File: src/rtl/alarm_interval_timer_pkg.sv
// alarm_interval_timer_pkg
// Shared definitions for the anti-theft alarm datapath: the interval timer
// state encoding, the interval select codes used by the alarm FSM and the
// time-parameter block, the default system clock rate, and a helper that
// sizes prescaler counters.
`timescale 1ns/1ps
package alarm_interval_timer_pkg;

    // Interval timer states
    typedef enum logic [1:0] {
        TMR_IDLE     = 2'b00,
        TMR_COUNTING = 2'b01,
        TMR_EXPIRED  = 2'b10
    } timer_state_e;

    // Interval select codes driven by the alarm FSM into the parameter block
    typedef enum logic [1:0] {
        ARM_DELAY       = 2'b00,
        DRIVER_DELAY    = 2'b01,
        PASSENGER_DELAY = 2'b10,
        ALARM_ON        = 2'b11
    } interval_sel_e;

    // System clock cycles per second on the target board
    localparam int DEFAULT_CLK_FREQ = 100_000_000;

    // Counter width able to hold 0..freq-1, never narrower than one bit
    function automatic int prescale_width(input int freq);
        return (freq > 1) ? $clog2(freq) : 1;
    endfunction

endpackage

File: src/rtl/alarm_interval_timer_if.sv
// alarm_interval_timer_if
// Bundle between the alarm FSM (master) and the interval timer (slave).
//   start_timer   FSM -> timer  load value and (re)start the countdown
//   value         FSM -> timer  seconds to count (from the parameter block)
//   expired       timer -> FSM  high while the timer is in EXPIRED
//   expired_pulse timer -> FSM  one-cycle pulse on entry to EXPIRED
//   running       timer -> FSM  high while counting
//   seconds_left  timer -> FSM  remaining seconds, display/debug
//   tick_1hz      timer -> FSM  one-cycle prescaler tick
`timescale 1ns/1ps
interface alarm_interval_timer_if #(
    parameter int WIDTH = 4
);
    logic             start_timer;
    logic [WIDTH-1:0] value;
    logic             expired;
    logic             expired_pulse;
    logic             running;
    logic [WIDTH-1:0] seconds_left;
    logic             tick_1hz;

    modport master (
        output start_timer,
        output value,
        input  expired,
        input  expired_pulse,
        input  running,
        input  seconds_left,
        input  tick_1hz
    );

    modport slave (
        input  start_timer,
        input  value,
        output expired,
        output expired_pulse,
        output running,
        output seconds_left,
        output tick_1hz
    );
endinterface

File: src/rtl/alarm_interval_timer_one_hz_prescaler.sv
// one_hz_prescaler
// Divides the system clock down to a one-cycle tick every CLK_FREQ cycles.
// Ports:
//   clock   system clock, rising edge
//   reset   asynchronous active-high reset
//   enable  count while high; counter held at 0 otherwise
//   clear   synchronous restart of the count from 0 (dominates enable)
//   tick    registered tick, high for the cycle after the counter wraps
//   wrap    combinational: tick will register on the coming edge, for
//           consumers that must act on the same edge as the tick
`timescale 1ns/1ps
module one_hz_prescaler
    import alarm_interval_timer_pkg::*;
#(
    parameter int CLK_FREQ = DEFAULT_CLK_FREQ
) (
    input  logic clock,
    input  logic reset,
    input  logic enable,
    input  logic clear,
    output logic tick,
    output logic wrap
);

    localparam int            CW   = prescale_width(CLK_FREQ);
    localparam logic [CW-1:0] LAST = CW'(CLK_FREQ - 1);

    logic [CW-1:0] count_q;

    assign wrap = enable && !clear && (count_q == LAST);

    // Counter runs 0..CLK_FREQ-1 while enabled; a clear restarts the
    // interval so the first tick lands exactly CLK_FREQ edges later.
    always_ff @(posedge clock or posedge reset) begin
        if (reset) begin
            count_q <= '0;
            tick    <= 1'b0;
        end else if (clear || !enable) begin
            count_q <= '0;
            tick    <= 1'b0;
        end else if (count_q == LAST) begin
            count_q <= '0;
            tick    <= 1'b1;
        end else begin
            count_q <= count_q + 1'b1;
            tick    <= 1'b0;
        end
    end

endmodule

File: src/rtl/alarm_interval_timer.sv
// alarm_interval_timer
// Countdown timer for the alarm datapath. A start_timer pulse samples the
// selected interval (seconds), which is counted down at 1 Hz; on reaching
// zero the timer enters EXPIRED and flags the alarm FSM until restarted.
// Ports:
//   clock     system clock, rising edge
//   reset     asynchronous active-high reset
//   tmr_bus   slave side of alarm_interval_timer_if (start_timer, value in;
//             expired, expired_pulse, running, seconds_left, tick_1hz out)
`timescale 1ns/1ps
module alarm_interval_timer
    import alarm_interval_timer_pkg::*;
#(
    parameter int CLK_FREQ = DEFAULT_CLK_FREQ,
    parameter int WIDTH    = 4
) (
    input  logic                  clock,
    input  logic                  reset,
    alarm_interval_timer_if.slave tmr_bus
);

    timer_state_e     state_q, state_d;
    logic [WIDTH-1:0] seconds_q, seconds_d;
    logic             pulse_q, pulse_d;
    logic             expired_q, running_q;
    logic             prescale_tick;
    logic             prescale_wrap;

    // The prescaler only runs while counting; a start always restarts it so
    // a retrigger gets a full first second.
    one_hz_prescaler #(
        .CLK_FREQ (CLK_FREQ)
    ) u_prescaler (
        .clock  (clock),
        .reset  (reset),
        .enable (state_q == TMR_COUNTING),
        .clear  (tmr_bus.start_timer),
        .tick   (prescale_tick),
        .wrap   (prescale_wrap)
    );

    // State and all outputs are registered; expired/running are stored
    // rather than decoded so they cannot glitch.
    always_ff @(posedge clock or posedge reset) begin
        if (reset) begin
            state_q   <= TMR_IDLE;
            seconds_q <= '0;
            pulse_q   <= 1'b0;
            expired_q <= 1'b0;
            running_q <= 1'b0;
        end else begin
            state_q   <= state_d;
            seconds_q <= seconds_d;
            pulse_q   <= pulse_d;
            expired_q <= (state_d == TMR_EXPIRED);
            running_q <= (state_d == TMR_COUNTING);
        end
    end

    // Start has priority over everything, including a coinciding final
    // tick, so a reload never produces a stale expiry. The decrement acts on
    // the edge where the prescaler tick registers, which makes the start to
    // expiry latency exactly value*CLK_FREQ cycles.
    always_comb begin
        state_d   = state_q;
        seconds_d = seconds_q;
        pulse_d   = 1'b0;
        if (tmr_bus.start_timer) begin
            seconds_d = tmr_bus.value;
            if (tmr_bus.value != '0) begin
                state_d = TMR_COUNTING;
            end else begin
                state_d = TMR_EXPIRED;
                pulse_d = 1'b1;
            end
        end else begin
            case (state_q)
                TMR_IDLE: begin
                    state_d = TMR_IDLE;
                end
                TMR_COUNTING: begin
                    if (prescale_wrap) begin
                        if (seconds_q <= WIDTH'(1)) begin
                            seconds_d = '0;
                            state_d   = TMR_EXPIRED;
                            pulse_d   = 1'b1;
                        end else begin
                            seconds_d = seconds_q - 1'b1;
                        end
                    end
                end
                TMR_EXPIRED: begin
                    seconds_d = '0;
                end
                default: begin
                    state_d   = TMR_IDLE;
                    seconds_d = '0;
                end
            endcase
        end
    end

    assign tmr_bus.expired       = expired_q;
    assign tmr_bus.expired_pulse = pulse_q;
    assign tmr_bus.running       = running_q;
    assign tmr_bus.seconds_left  = seconds_q;
    assign tmr_bus.tick_1hz      = prescale_tick;

endmodule

File: src/flat_wrapper.sv
// flat-port wrapper written by rule: the top's interface ports become plain ports
module alarm_interval_timer_flat import alarm_interval_timer_pkg::*;
#(
    parameter int CLK_FREQ = DEFAULT_CLK_FREQ,
    parameter int WIDTH    = 4
)
  (clock, reset, tmr_bus_start_timer, tmr_bus_value, tmr_bus_expired, tmr_bus_expired_pulse, tmr_bus_running, tmr_bus_seconds_left, tmr_bus_tick_1hz);
  alarm_interval_timer_if #(.WIDTH(WIDTH)) tmr_bus_i ();
  input  logic clock;
  input  logic reset;
  input wire logic [$bits(tmr_bus_i.start_timer)-1:0] tmr_bus_start_timer;
  input wire logic [$bits(tmr_bus_i.value)-1:0] tmr_bus_value;
  output wire logic [$bits(tmr_bus_i.expired)-1:0] tmr_bus_expired;
  output wire logic [$bits(tmr_bus_i.expired_pulse)-1:0] tmr_bus_expired_pulse;
  output wire logic [$bits(tmr_bus_i.running)-1:0] tmr_bus_running;
  output wire logic [$bits(tmr_bus_i.seconds_left)-1:0] tmr_bus_seconds_left;
  output wire logic [$bits(tmr_bus_i.tick_1hz)-1:0] tmr_bus_tick_1hz;
  assign tmr_bus_i.start_timer = tmr_bus_start_timer;
  assign tmr_bus_i.value = tmr_bus_value;
  assign tmr_bus_expired = tmr_bus_i.expired;
  assign tmr_bus_expired_pulse = tmr_bus_i.expired_pulse;
  assign tmr_bus_running = tmr_bus_i.running;
  assign tmr_bus_seconds_left = tmr_bus_i.seconds_left;
  assign tmr_bus_tick_1hz = tmr_bus_i.tick_1hz;
  alarm_interval_timer #(.CLK_FREQ(CLK_FREQ), .WIDTH(WIDTH)) u_core (.clock(clock), .reset(reset), .tmr_bus(tmr_bus_i));
endmodule
File: config.mk
export PLATFORM = sky130hd
export DESIGN_NAME = alarm_interval_timer_flat
export DESIGN_NICKNAME = d
export VERILOG_FILES = /design/src/rtl/alarm_interval_timer_pkg.sv /design/src/rtl/alarm_interval_timer_if.sv /design/src/rtl/alarm_interval_timer_one_hz_prescaler.sv /design/src/rtl/alarm_interval_timer.sv /design/src/flat_wrapper.sv
export SDC_FILE = /design/constraint.sdc
export NUM_CORES = 1
export LEC_CHECK = 0
export ABC_AREA = 0
export BUFFER_PORTS_ARGS = -buffer_cell sky130_fd_sc_hd__clkbuf_2
export CAP_MARGIN = 30
export CORE_MARGIN = 2
export CORE_UTILIZATION = 59
export DETAILED_ROUTE_END_ITERATION = 8
export GPL_ROUTABILITY_DRIVEN = 0
export PLACE_DENSITY = 0.83
export SYNTH_ARGS = -nofsm -noshare
export SYNTH_HDL_FRONTEND = slang
export SYNTH_SLANG_ARGS = --single-unit
File: constraint.sdc
create_clock -name clock -period 2.45 [get_ports clock]
set_input_delay 0 -clock clock [delete_from_list [all_inputs] [get_ports clock]]
set_output_delay 0 -clock clock [all_outputs]
set_load 0.01 [all_outputs]
==> metrics.yaml <==
cp-startpoint: "u_core.u_prescaler.count_q[0]"
status: "complete, no violations"
post-route-min-period_ns: 1.96
path_cells: "ha_1 > and3_1 > nand2_2 > o31ai_4 > buf_4 > nor2_1"
antenna_found_initial: 0
vias: 1552
clk_latency_ns: 0.34
track_usage_pct: 22.7
clkTransAtPathRegs_ns: 0.10
grt_pass1_wl_um: 6350
cp_slowest_cell: "dfrtp_1"
synth_most_common_cell: "dfrtp_1"
grt_pass1_vias: 1476
die_x_um: 62.0
ys.flop_type: "dfrtp_1"
synth_area_um2: 1980
antenna_cells: 0
worstPathMaxFanout: 27
required_ns: 2.67
start_kind: "flip-flop"
synth_top_area_share_pct: 46.7
ctsRootBufferMaster: "clkbuf_4"
async_flop_share_pct: 100
vias_per_cell: 5.58
hold_viol: 0
synth_warnings: 0
cts_sinks: 37
drive_gt1_share_pct: 12.5
htree_levels: 2
area_delta_synth_final_pct: 11.8
cts_setup_buffers: 0
ant_nets: 0
drv_slew: 0
fp.dieH_um: 62.0
finalNonFillerCells: 278
core_um2: 3280
hp-class: "primary input to flip-flop"
synth_edf_count: 0
max_freq_mhz: 510
port_buffers: 14
end_kind: "flip-flop"
worst_pin_slew_ns: 0.444
crit_type: "flip-flop to flip-flop"
synth-seq-cells: 37
nets: 245
worstPathArrival_ns: 2.18
yosys-top-cells-area: "dfrtp_1, nor2_1, xnor2_1"
grt_max_degree: 38
numCtsBuffers: 5
yosys-top-cells-count: "dfrtp_1, nor2_1, inv_1"
fin_skew_ns: 0.00903
dieArea_um2: 3840
synth_cell_type_count: 39
synth-seq-area-share_pct: 46.7
ir_worst_vdd_mv: 0.431
drtIter0Drc: 61
hold_start: "tmr_bus_start_timer"
grt.overflow.total: 0
rows: 21
route.detailed.drc: 0
ioPinCount: 15
period_share_pct: 80.1
pre_cts_ws_ns: 0.529
max_slew_margin_pct: 70.4
fin_ws_ns: 0.488
drt_pass1_iterations: 4
cts_tree: "built"
synth.avg_cell_area_um2: 9.53
wl_um: 3760
clockBufferDepth: 2
start_util_pct: 60.4
final_util_pct: 67.5
cts-resized-gates: 0
synth_fp_nets: 221
yosysTopAreaCell: "dfrtp_1"
setup_viol: 0
fin_tns_setup_ns: 0
placed_cells: 265
slowest_delay_ns: 0.40
power.density_nw_per_um2: 524
synthCells: 208
r2r_start: "u_core.u_prescaler.count_q[0]"
rsz0062_at_grt: "false"
maxCapViolCount: 0
wire_per_inst_um: 13.5
hpwl_um: 2580
p_leak_nw: 0.960
timing repair:
action | CTS | global route
setup endpoints to repair | 0 | 0
hold endpoints to repair | 41 | 0
hold buffers | 6 | 0
logic make-up after synthesis:
group	count (synthesis)	share of synthesized area (%)
simple gates	94	25.4
flops	37	46.7
compound gates	29	9.84
xor+xnor	21	9.27
buf+inv	19	4.04
fa+ha+maj	6	3.79
mux	2	1.01
flip-flops by register name, summed over array words and instances, names as in the netlist:
name and count:
u_core.state_q 2, u_core.tmr_bus.seconds_left 4, u_core.tmr_bus.expired 1, u_core.tmr_bus.running 1, u_core.u_prescaler.count_q 27, u_core.u_prescaler.tick 1
u_core.tmr_bus.expired_pulse 1
layer usage:
metal  vias to the layer above  global-route usage [%]  share of wire (%)
li1                        775                       -                  -
met5                         -                       0                  0
met2                        41                    36.2                 48
met4                         0                    9.73                1.5
met1                       729                    29.3                 46
met3                         7                    5.80                4.5
path summary, 6_finish.rpt:
check                                                 endpoint  slack [ns]  cells after the start
worst min-delay path                    u_core.tmr_bus.running        0.10                      3
worst max register to register   u_core.u_prescaler.count_q[8]        0.49                      6
max in group asynchronous       u_core.u_prescaler.count_q[16]        1.85                      4
worst min register to register   u_core.u_prescaler.count_q[0]        0.50                      1
worst max-delay path             u_core.u_prescaler.count_q[8]        0.49                      6
min in group asynchronous        u_core.u_prescaler.count_q[4]        0.29                      4
cell usage in the layout, fill, tap and decap left out, drive strengths merged, types with 3 or more instances in the layout:
cell	netlist	final
dlygate4sd3	0	6
nand3	9	9
or3	4	4
o21ai	10	10
a21oi	9	9
and4	4	4
dfrtp	37	37
buf	5	3
and3	4	4
nor2	30	30
clkbuf	1	21
nor4	3	3
ha	6	6
xor2	9	9
xnor2	12	12
o2bb2ai	3	3
nor4b	3	3
inv	13	13
nor3	10	10
nand4	8	8
nand2	11	11
final cells by class:
type	count	area, um2
Fill cell	259	1070
Timing Repair Buffer	23	153
Sequential cell	37	926
Multi-Input combinational cell	152	977
Inverter	13	48.8
Tap cell	46	57.6
Clock buffer	7	55.1
per-stage QoR:
stage          hold WS [ns]  instance area [um2]  power (W)
2_1_floorplan         0.132                 1980   0.000786
3_3_place_gp          0.104                 2100   0.000843
3_5_place_dp          0.104                 2100   0.000846
4_1_cts              0.0794                 2220    0.00117
5_1_grt               0.126                 2220    0.00122
6_report              0.101                 2220    0.00116
power breakdown:
group          leakage [nW]  internal (W)  switching, W
combinational         0.424     0.0000768      0.000117
sequential            0.505      0.000632     0.0000187
clock                0.0314      0.000135      0.000183
critical path, delay by kind of cell, from the launching register on:
| kind | cells | cell delay (ns) |
|---|---|---|
| adders and majority gates | 1 | 0.19 |
| DFF | 1 | 0.40 |
| and+or+nand+nor | 3 | 0.57 |
| buffers and inverters | 1 | 0.34 |
| AOI/OAI and AO/OA | 1 | 0.33 |
Power figures use the tool's default switching activity.
